$ cat src/rtl/processor_controller_if.sv
// Controller-side bus: instruction ROM fetch plus register-file, data-memory and ALU controls.
interface processor_controller_if #(
    parameter int unsigned PC_W    = 7,
    parameter int unsigned DADDR_W = 8
);
    logic [15:0]        InstrData;
    logic [PC_W-1:0]    PcAddr;
    logic [15:0]        IrOut;
    logic [DADDR_W-1:0] DAddr;
    logic               DWr;
    logic               RfSel;
    logic [3:0]         RfWrAddr;
    logic               RfWren;
    logic [3:0]         RfRdAddrA;
    logic [3:0]         RfRdAddrB;
    logic [2:0]         AluSel;
    logic [3:0]         StateOut;

    // Controller side
    modport master (
        input  InstrData,
        output PcAddr, IrOut, DAddr, DWr, RfSel, RfWrAddr, RfWren,
        output RfRdAddrA, RfRdAddrB, AluSel, StateOut
    );

    // ROM / datapath side
    modport slave (
        output InstrData,
        input  PcAddr, IrOut, DAddr, DWr, RfSel, RfWrAddr, RfWren,
        input  RfRdAddrA, RfRdAddrB, AluSel, StateOut
    );
endinterface

$ cat src/rtl/processor_controller.sv
// Fetch/decode/execute sequencer. Owns PC and IR; all control outputs are registered
// and loaded together with the state they belong to, so they depend only on state and IR.
module processor_controller #(
    parameter int unsigned PC_W    = 7,
    parameter int unsigned DADDR_W = 8
) (
    input logic                    Clk,
    input logic                    Reset,
    processor_controller_if.master bus
);
    typedef enum logic [3:0] {
        StInit   = 4'd0,
        StFetch  = 4'd1,
        StDecode = 4'd2,
        StNoop   = 4'd3,
        StStore  = 4'd4,
        StLoadA  = 4'd5,
        StLoadB  = 4'd6,
        StAdd    = 4'd7,
        StSub    = 4'd8,
        StHalt   = 4'd9
    } state_t;

    localparam logic [2:0] AluPass = 3'b000;
    localparam logic [2:0] AluAdd  = 3'b001;
    localparam logic [2:0] AluSub  = 3'b010;

    state_t             r_state;
    logic [PC_W-1:0]    r_pc;
    logic [15:0]        r_ir;
    logic [DADDR_W-1:0] r_daddr;
    logic               r_dwr;
    logic               r_rf_sel;
    logic [3:0]         r_rf_wr_addr;
    logic               r_rf_wren;
    logic [3:0]         r_rf_rd_a;
    logic [3:0]         r_rf_rd_b;
    logic [2:0]         r_alu_sel;

    // State, PC/IR and registered outputs; outputs default to 0 and are set for the state being entered
    always_ff @(posedge Clk) begin
        if (Reset) begin
            r_state      <= StInit;
            r_pc         <= '0;
            r_ir         <= '0;
            r_daddr      <= '0;
            r_dwr        <= 1'b0;
            r_rf_sel     <= 1'b0;
            r_rf_wr_addr <= '0;
            r_rf_wren    <= 1'b0;
            r_rf_rd_a    <= '0;
            r_rf_rd_b    <= '0;
            r_alu_sel    <= AluPass;
        end else begin
            r_daddr      <= '0;
            r_dwr        <= 1'b0;
            r_rf_sel     <= 1'b0;
            r_rf_wr_addr <= '0;
            r_rf_wren    <= 1'b0;
            r_rf_rd_a    <= '0;
            r_rf_rd_b    <= '0;
            r_alu_sel    <= AluPass;

            case (r_state)
                StInit: r_state <= StFetch;
                StFetch: begin
                    r_ir    <= bus.InstrData;
                    r_pc    <= r_pc + 1'b1;
                    r_state <= StDecode;
                end
                StDecode: begin
                    case (r_ir[15:12])
                        4'h1: begin
                            r_state   <= StStore;
                            r_daddr   <= r_ir[11:4];
                            r_rf_rd_a <= r_ir[3:0];
                            r_dwr     <= 1'b1;
                        end
                        4'h2: begin
                            r_state      <= StLoadA;
                            r_daddr      <= r_ir[11:4];
                            r_rf_sel     <= 1'b1;
                            r_rf_wr_addr <= r_ir[3:0];
                        end
                        4'h3, 4'h4: begin
                            r_state      <= (r_ir[15:12] == 4'h3) ? StAdd : StSub;
                            r_rf_rd_a    <= r_ir[11:8];
                            r_rf_rd_b    <= r_ir[7:4];
                            r_rf_wr_addr <= r_ir[3:0];
                            r_alu_sel    <= (r_ir[15:12] == 4'h3) ? AluAdd : AluSub;
                            r_rf_wren    <= 1'b1;
                        end
                        4'h5:    r_state <= StHalt;
                        default: r_state <= StNoop;  // NOOP and all illegal opcodes
                    endcase
                end
                StLoadA: begin
                    // Second LOAD cycle covers the one-cycle memory read latency
                    r_state      <= StLoadB;
                    r_daddr      <= r_ir[11:4];
                    r_rf_sel     <= 1'b1;
                    r_rf_wr_addr <= r_ir[3:0];
                    r_rf_wren    <= 1'b1;
                end
                StHalt:  r_state <= StHalt;
                default: r_state <= StFetch;
            endcase
        end
    end

    assign bus.PcAddr    = r_pc;
    assign bus.IrOut     = r_ir;
    assign bus.DAddr     = r_daddr;
    assign bus.DWr       = r_dwr;
    assign bus.RfSel     = r_rf_sel;
    assign bus.RfWrAddr  = r_rf_wr_addr;
    assign bus.RfWren    = r_rf_wren;
    assign bus.RfRdAddrA = r_rf_rd_a;
    assign bus.RfRdAddrB = r_rf_rd_b;
    assign bus.AluSel    = r_alu_sel;
    assign bus.StateOut  = r_state;
endmodule

$ cat src/flat_wrapper.sv
// flat-port wrapper written by rule: the top's interface ports become plain ports
module processor_controller_flat 
#(
    parameter int unsigned PC_W    = 7,
    parameter int unsigned DADDR_W = 8
)
  (Clk, Reset, bus_InstrData, bus_PcAddr, bus_IrOut, bus_DAddr, bus_DWr, bus_RfSel, bus_RfWrAddr, bus_RfWren, bus_RfRdAddrA, bus_RfRdAddrB, bus_AluSel, bus_StateOut);
  processor_controller_if #(.PC_W(PC_W), .DADDR_W(DADDR_W)) bus_i ();
  input logic Clk;
  input logic Reset;
  input wire logic [$bits(bus_i.InstrData)-1:0] bus_InstrData;
  output wire logic [$bits(bus_i.PcAddr)-1:0] bus_PcAddr;
  output wire logic [$bits(bus_i.IrOut)-1:0] bus_IrOut;
  output wire logic [$bits(bus_i.DAddr)-1:0] bus_DAddr;
  output wire logic [$bits(bus_i.DWr)-1:0] bus_DWr;
  output wire logic [$bits(bus_i.RfSel)-1:0] bus_RfSel;
  output wire logic [$bits(bus_i.RfWrAddr)-1:0] bus_RfWrAddr;
  output wire logic [$bits(bus_i.RfWren)-1:0] bus_RfWren;
  output wire logic [$bits(bus_i.RfRdAddrA)-1:0] bus_RfRdAddrA;
  output wire logic [$bits(bus_i.RfRdAddrB)-1:0] bus_RfRdAddrB;
  output wire logic [$bits(bus_i.AluSel)-1:0] bus_AluSel;
  output wire logic [$bits(bus_i.StateOut)-1:0] bus_StateOut;
  assign bus_i.InstrData = bus_InstrData;
  assign bus_PcAddr = bus_i.PcAddr;
  assign bus_IrOut = bus_i.IrOut;
  assign bus_DAddr = bus_i.DAddr;
  assign bus_DWr = bus_i.DWr;
  assign bus_RfSel = bus_i.RfSel;
  assign bus_RfWrAddr = bus_i.RfWrAddr;
  assign bus_RfWren = bus_i.RfWren;
  assign bus_RfRdAddrA = bus_i.RfRdAddrA;
  assign bus_RfRdAddrB = bus_i.RfRdAddrB;
  assign bus_AluSel = bus_i.AluSel;
  assign bus_StateOut = bus_i.StateOut;
  processor_controller #(.PC_W(PC_W), .DADDR_W(DADDR_W)) u_core (.Clk(Clk), .Reset(Reset), .bus(bus_i));
endmodule
$ cat config.mk
export PLATFORM = sky130hd
export DESIGN_NAME = processor_controller_flat
export DESIGN_NICKNAME = d
export VERILOG_FILES = /design/src/rtl/processor_controller_if.sv /design/src/rtl/processor_controller.sv /design/src/flat_wrapper.sv
export SDC_FILE = /design/constraint.sdc
export NUM_CORES = 1
export LEC_CHECK = 0
export CORE_MARGIN = 4
export CORE_UTILIZATION = 31
export CTS_BUF_LIST = sky130_fd_sc_hd__clkbuf_16
export CTS_CLUSTER_DIAMETER = 30
export CTS_CLUSTER_SIZE = 28
export DETAILED_ROUTE_END_ITERATION = 16
export DONT_BUFFER_PORTS = 1
export PLACE_DENSITY = 0.46
export SYNTH_ARGS = -nofsm -noshare
export SYNTH_HDL_FRONTEND = slang
export SYNTH_SLANG_ARGS = --single-unit
$ cat constraint.sdc
create_clock -name Clk -period 4.55 [get_ports Clk]
set_input_delay 0.455 -clock Clk [delete_from_list [all_inputs] [get_ports Clk]]
set_output_delay 0.455 -clock Clk [all_outputs]
set_load 0.03 [all_outputs]
After elaboration in Yosys (flattened, before gate mapping) --
Cells that the tools add are included.
Word-level totals: output and inout port bits 53, register bits 53, logic and storage cells 42
Operators by class: equal/unequal tests 9, reduce and logical (&&, ||, !) cells 5, mux-type cells 14, bitwise logic cells 2, add/subtract/negate cells 1
Operator list (number):
- 4-bit one-hot mux with 4 select lines | 2
- 4-bit one-hot mux with 2 select lines | 2
- 8-bit one-hot mux with 2 select lines | 1
- 4-bit by 2-bit == test with 1-bit output, second input constant | 3
- 4-bit by 3-bit == test with 1-bit output, second input constant | 3
- 4-bit by 1-bit == test with 1-bit output, second input constant | 2
- 4-bit two-way mux | 2
- 8-bit two-way mux | 1
- 7-bit by 1-bit adder with 7-bit output, second input constant | 1
- 2-bit OR reduction | 3
- 3-bit OR reduction | 2
- 4-bit == test, second input constant | 1
- 1-bit one-hot mux with 2 select lines | 2
- 1-bit two-way mux | 3
- 2-bit two-way mux | 1
- 1-bit NOT | 2

Longest topological paths before layout --
depth in word-level cells 4, mapped depth 6

Worst setup path before layout --
Ideal clock, no wire load.
path kind register to register, start point register u_core.r_state[0] (netlist: u_core.bus.StateOut[0]), end point register u_core.r_pc[6] (netlist: u_core.bus.PcAddr[6]), stages on the path, launching flop included 6, data arrival time 1.892 ns, setup time 0.070 ns, required time 4.480 ns, path slack 2.587 ns, path buffers 2, cells stage by stage dfxtp_1 > buf_2 > or4b_1 > buf_2 > or4_1 > a21oi_1
Between the ends: word-level cells in the longest chain between the ends 1
Ends and longest elaborated chain:
- start: declaration | line processor_controller.sv:28 | state_t r_state;
- start signal: assignment | line processor_controller.sv:43 | r_state <= StInit;
- start signal: assignment | line processor_controller.sv:65 | StInit: r_state <= StFetch;
- start signal: assignment | line processor_controller.sv:69 | r_state <= StDecode;
- 4-bit by 1-bit == test with 1-bit output | line processor_controller.sv:64 | case (r_state)
- end signal: assignment | line processor_controller.sv:68 | r_pc <= r_pc + 1'b1;
- end: declaration | line processor_controller.sv:29 | logic [PC_W-1:0] r_pc;
No other way between the ends. A chain may end at the register's enable or synchronous reset.

Worst setup path after layout --
Ends and elaborated chain as after synthesis.

==> impl_results.md <==
* Status: finished, final reports clean
* CTS root buf: clkbuf_16
* Crit path launch: u_core.bus.StateOut[0]
* Sequential fraction of the synthesis area at 0.533
* # DRC at 0
* Depth of the most critical reg-to-reg path at 3
* Area Growth Syn to Fin at 8.46%
* Hold crit path type: in2reg
* Final worst path period share at 0.533
* CTS tree: done
* Vias in the first global route at about 1,500
* Slowest cell on crit path: or4b_1
* Post-CTS setup buffers at 0
* Critical Path End Type: register
* CP Max Fanout at 27
* Final-layout fill cell count at 644
* Clk_lat worst skew at ~280 ps
* Max-slew violations at 0
* Drt via density at between 5 and 6
* Post-synth top flop: dfxtp_1
* RSZ-0062 raised after global routing: no
* Cells after Synth at between 200 and 250
* Via count at between 1,000 and 1,500
* Post-synth EDFFs at 0
* Synth top area share at 0.533
* Sequential Power Share at 0.544
* Worst-Margin Slew at around 1100 ps
* WL per Instance at approximately 17 um
* Largest net degree at the start of global routing at 33
* Sum of buffers and inverters on the critical path at 0
* Synth area leader: dfxtp_1
* Die Ht at 87.4 um
* Clock power share at 0.277
* Cell Chain, Critical Path: or4b_1 > or4_1 > a21oi_1
* Starting Density at 0.324
* Crit path kind: reg2reg
* Final Skew at 4.54 ps
* CTS resizes at 0
* Comb pwr share at 0.179
* Avg Inst Size Synth at slightly below 9 um^2
* 1st-iter DRT viols at 96
* Final Hold Vio Count at 0
* Critical Path Start Type: register
* Launch point of the worst reg-to-reg path: u_core.bus.StateOut[0]
* Final wirelength at 4970 um
* Critical Path End: u_core.bus.PcAddr[6]
* CTS buffer count at 5
* Fmax at between 400 and 500 MHz
* Syn Nets at ~240
* WP depth at 3
* Critical R2R Capture: u_core.bus.PcAddr[6]
* Nets at around 230
* # hold bufs at CTS at 0
* Period minus WS final at around 2400 ps
* Top post-synthesis cells by area: dfxtp_1 53%, nand2_1 9.6%, a21oi_1 7.2%
* Leak at about 0.7 nW
* I/O Pins at 71
* Post-synth ARST share at 0
* Overall routing resource usage at 0.133
* Sum of negative setup slack at 0 ps
* CTS H-tree lvls at 2
* Maximum VDD drop at between 200 and 250 uV
* Distinct cells, synth at 40
* P_int at approximately 800 uW
* CTS Sinks at 52
* Most common cell after layout, fill and taps aside: dfxtp_1
* Top Family by Delay on Critical Path: simple AND/OR/NAND/NOR gates
* Sw Ratio at 0.386
* CTS Buffer Depth at 2
* Initial antenna violation count at 0
* Die width at 87.4 um
* GRT Residual Overflow at 0
* Slew HR at 0.290
* Most frequent cells in the layout: 52 x dfxtp_1, 50 x nand2_1, 28 x a21oi_1
* Post-DP HPWL at ~3400 um
* Post-Synthesis Cell Area at roughly 2000 um^2
* Row count at 28
* Diode count at 0
* RD Place Congestion at just over 0.7
* Layout cell share with drive strength beyond 1 at 0.0524
* DRT Pass-1 Iters at 6
* Flops & latches, synth at 52
* Critical path required time at 4770 ps
* Final-report setup violation count at 0
* Antenna Nets Post-Route at 0
* NetSw at ~500 uW
* Maxcap violations at 0
* Core ar. at 6030 um^2
* Delay of the slowest cell on the worst path at roughly 900 ps
* Port bufs at 0
* Final core utilization at 0.352
* R2R Setup Slk at between 2000 and 2500 ps
* Hold slack at 240 ps
* Synth Warn # at 0
* Reg clk slew, reported paths at about 70 ps
* PD cells at 613 nW/um^2
* Worst Path Arrival at between 2000 and 3000 ps
* First-pass GRT wire length at about 7900 um
* Die footprint at 7630 um^2
==> registers in the layout (all words and copies together) (netlist names), 2 cells and up <==
| name | flops |
|---|---|
| u_core.bus.IrOut | 16 |
| u_core.bus.RfRdAddrB | 4 |
| u_core.bus.AluSel | 2 |
| u_core.bus.PcAddr | 7 |
| u_core.bus.RfWrAddr | 4 |
| u_core.bus.RfRdAddrA | 4 |
| u_core.bus.StateOut | 4 |
| u_core.bus.DAddr | 8 |
==> power groups by stage <==
stage | registers [mW] | logic [mW] | clock network [mW]
CTS | 0.708 | 0.239 | 0.377
floorplan | 0.667 | 0.221 | 0
detailed placement | 0.719 | 0.238 | 0
finish | 0.706 | 0.233 | 0.360
global route | 0.720 | 0.273 | 0.394
global placement | 0.720 | 0.236 | 0
==> per-layer routing <==
layer | up-vias | track usage | wire length, um | part of all wire
met5 | - | 0 | 0 | 0
met2 | 46 | 0.200 | 2220 | 0.45
met3 | 4 | 0.0624 | 469 | 0.094
li1 | 736 | - | - | -
met4 | 0 | 0.0460 | 50 | 0.010
met1 | 685 | 0.167 | 2230 | 0.45
==> stage by stage <==
step,area [um^2],total power [mW],std cells,setup WS (ps)
after floorplan,1950,0.888,219,2590
after global placement,1980,0.956,278,2150
after detailed placement,1980,0.958,278,2130
after CTS,2120,1.32,285,2090
after global routing,2120,1.39,285,1970
final,2120,1.30,285,2130
==> cell type report <==
type / count / area (um^2) / share of cell area
flip-flops and latches: 52 / 1040 / 0.491
multi-input cells: 148 / 835 / 0.394
clock buffers: 5 / 125 / 0.0591
well taps: 75 / 93.8 / 0.0443
clock inverters: 2 / 12.5 / 0.00591
inverters: 3 / 11.3 / 0.00532
==> cells in the mapped netlist, types with 2 or more instances <==
| library cell | count |
|---|---|
| inv_1 | 3 |
| a32oi_1 | 2 |
| o31ai_1 | 2 |
| a21oi_1 | 28 |
| o21ai_0 | 3 |
| nand3_1 | 3 |
| nor2_1 | 14 |
| nor4_1 | 2 |
| clkbuf_1 | 11 |
| buf_2 | 3 |
| and2_1 | 4 |
| nand3b_1 | 2 |
| or3_1 | 4 |
| a22o_1 | 4 |
| nor4b_1 | 2 |
| nand2_1 | 50 |
| o311ai_0 | 2 |
| or4b_1 | 3 |
| nor3_1 | 2 |
| dfxtp_1 | 52 |
| xnor2_1 | 2 |
| or4_1 | 3 |
==> worst register-to-register path, stage by stage, from the launching register on <==
cell	delay [ps]
dfxtp_1	660
or4b_1	900
or4_1	630
a21oi_1	160
==> logic make-up (layout without fill, tap and decap cells) <==
group | count (synthesis) | count (layout) | share of synthesized area
compound gates | 47 | 47 | 0.158
flops | 52 | 52 | 0.533
simple gates | 97 | 97 | 0.247
fa+ha+maj | 1 | 1 | 0.00641
xor+xnor | 2 | 2 | 0.00897
other cells | 1 | 1 | 0.00192
buf+inv | 19 | 10 | 0.0442
==> worst min path at each step <==
stage,start,to,slack (ps),cells past startpoint
CTS,Reset,u_core.bus.IrOut[2],220,1
floorplan,u_core.bus.IrOut[4],u_core.bus.DAddr[0],580,2
global placement,Reset,u_core.bus.IrOut[15],530,1
global route,Reset,u_core.bus.IrOut[14],220,1
finish,Reset,u_core.bus.StateOut[3],240,1
detailed placement,Reset,u_core.bus.IrOut[2],530,1
Note: power is estimated with default switching activity, not from simulation.
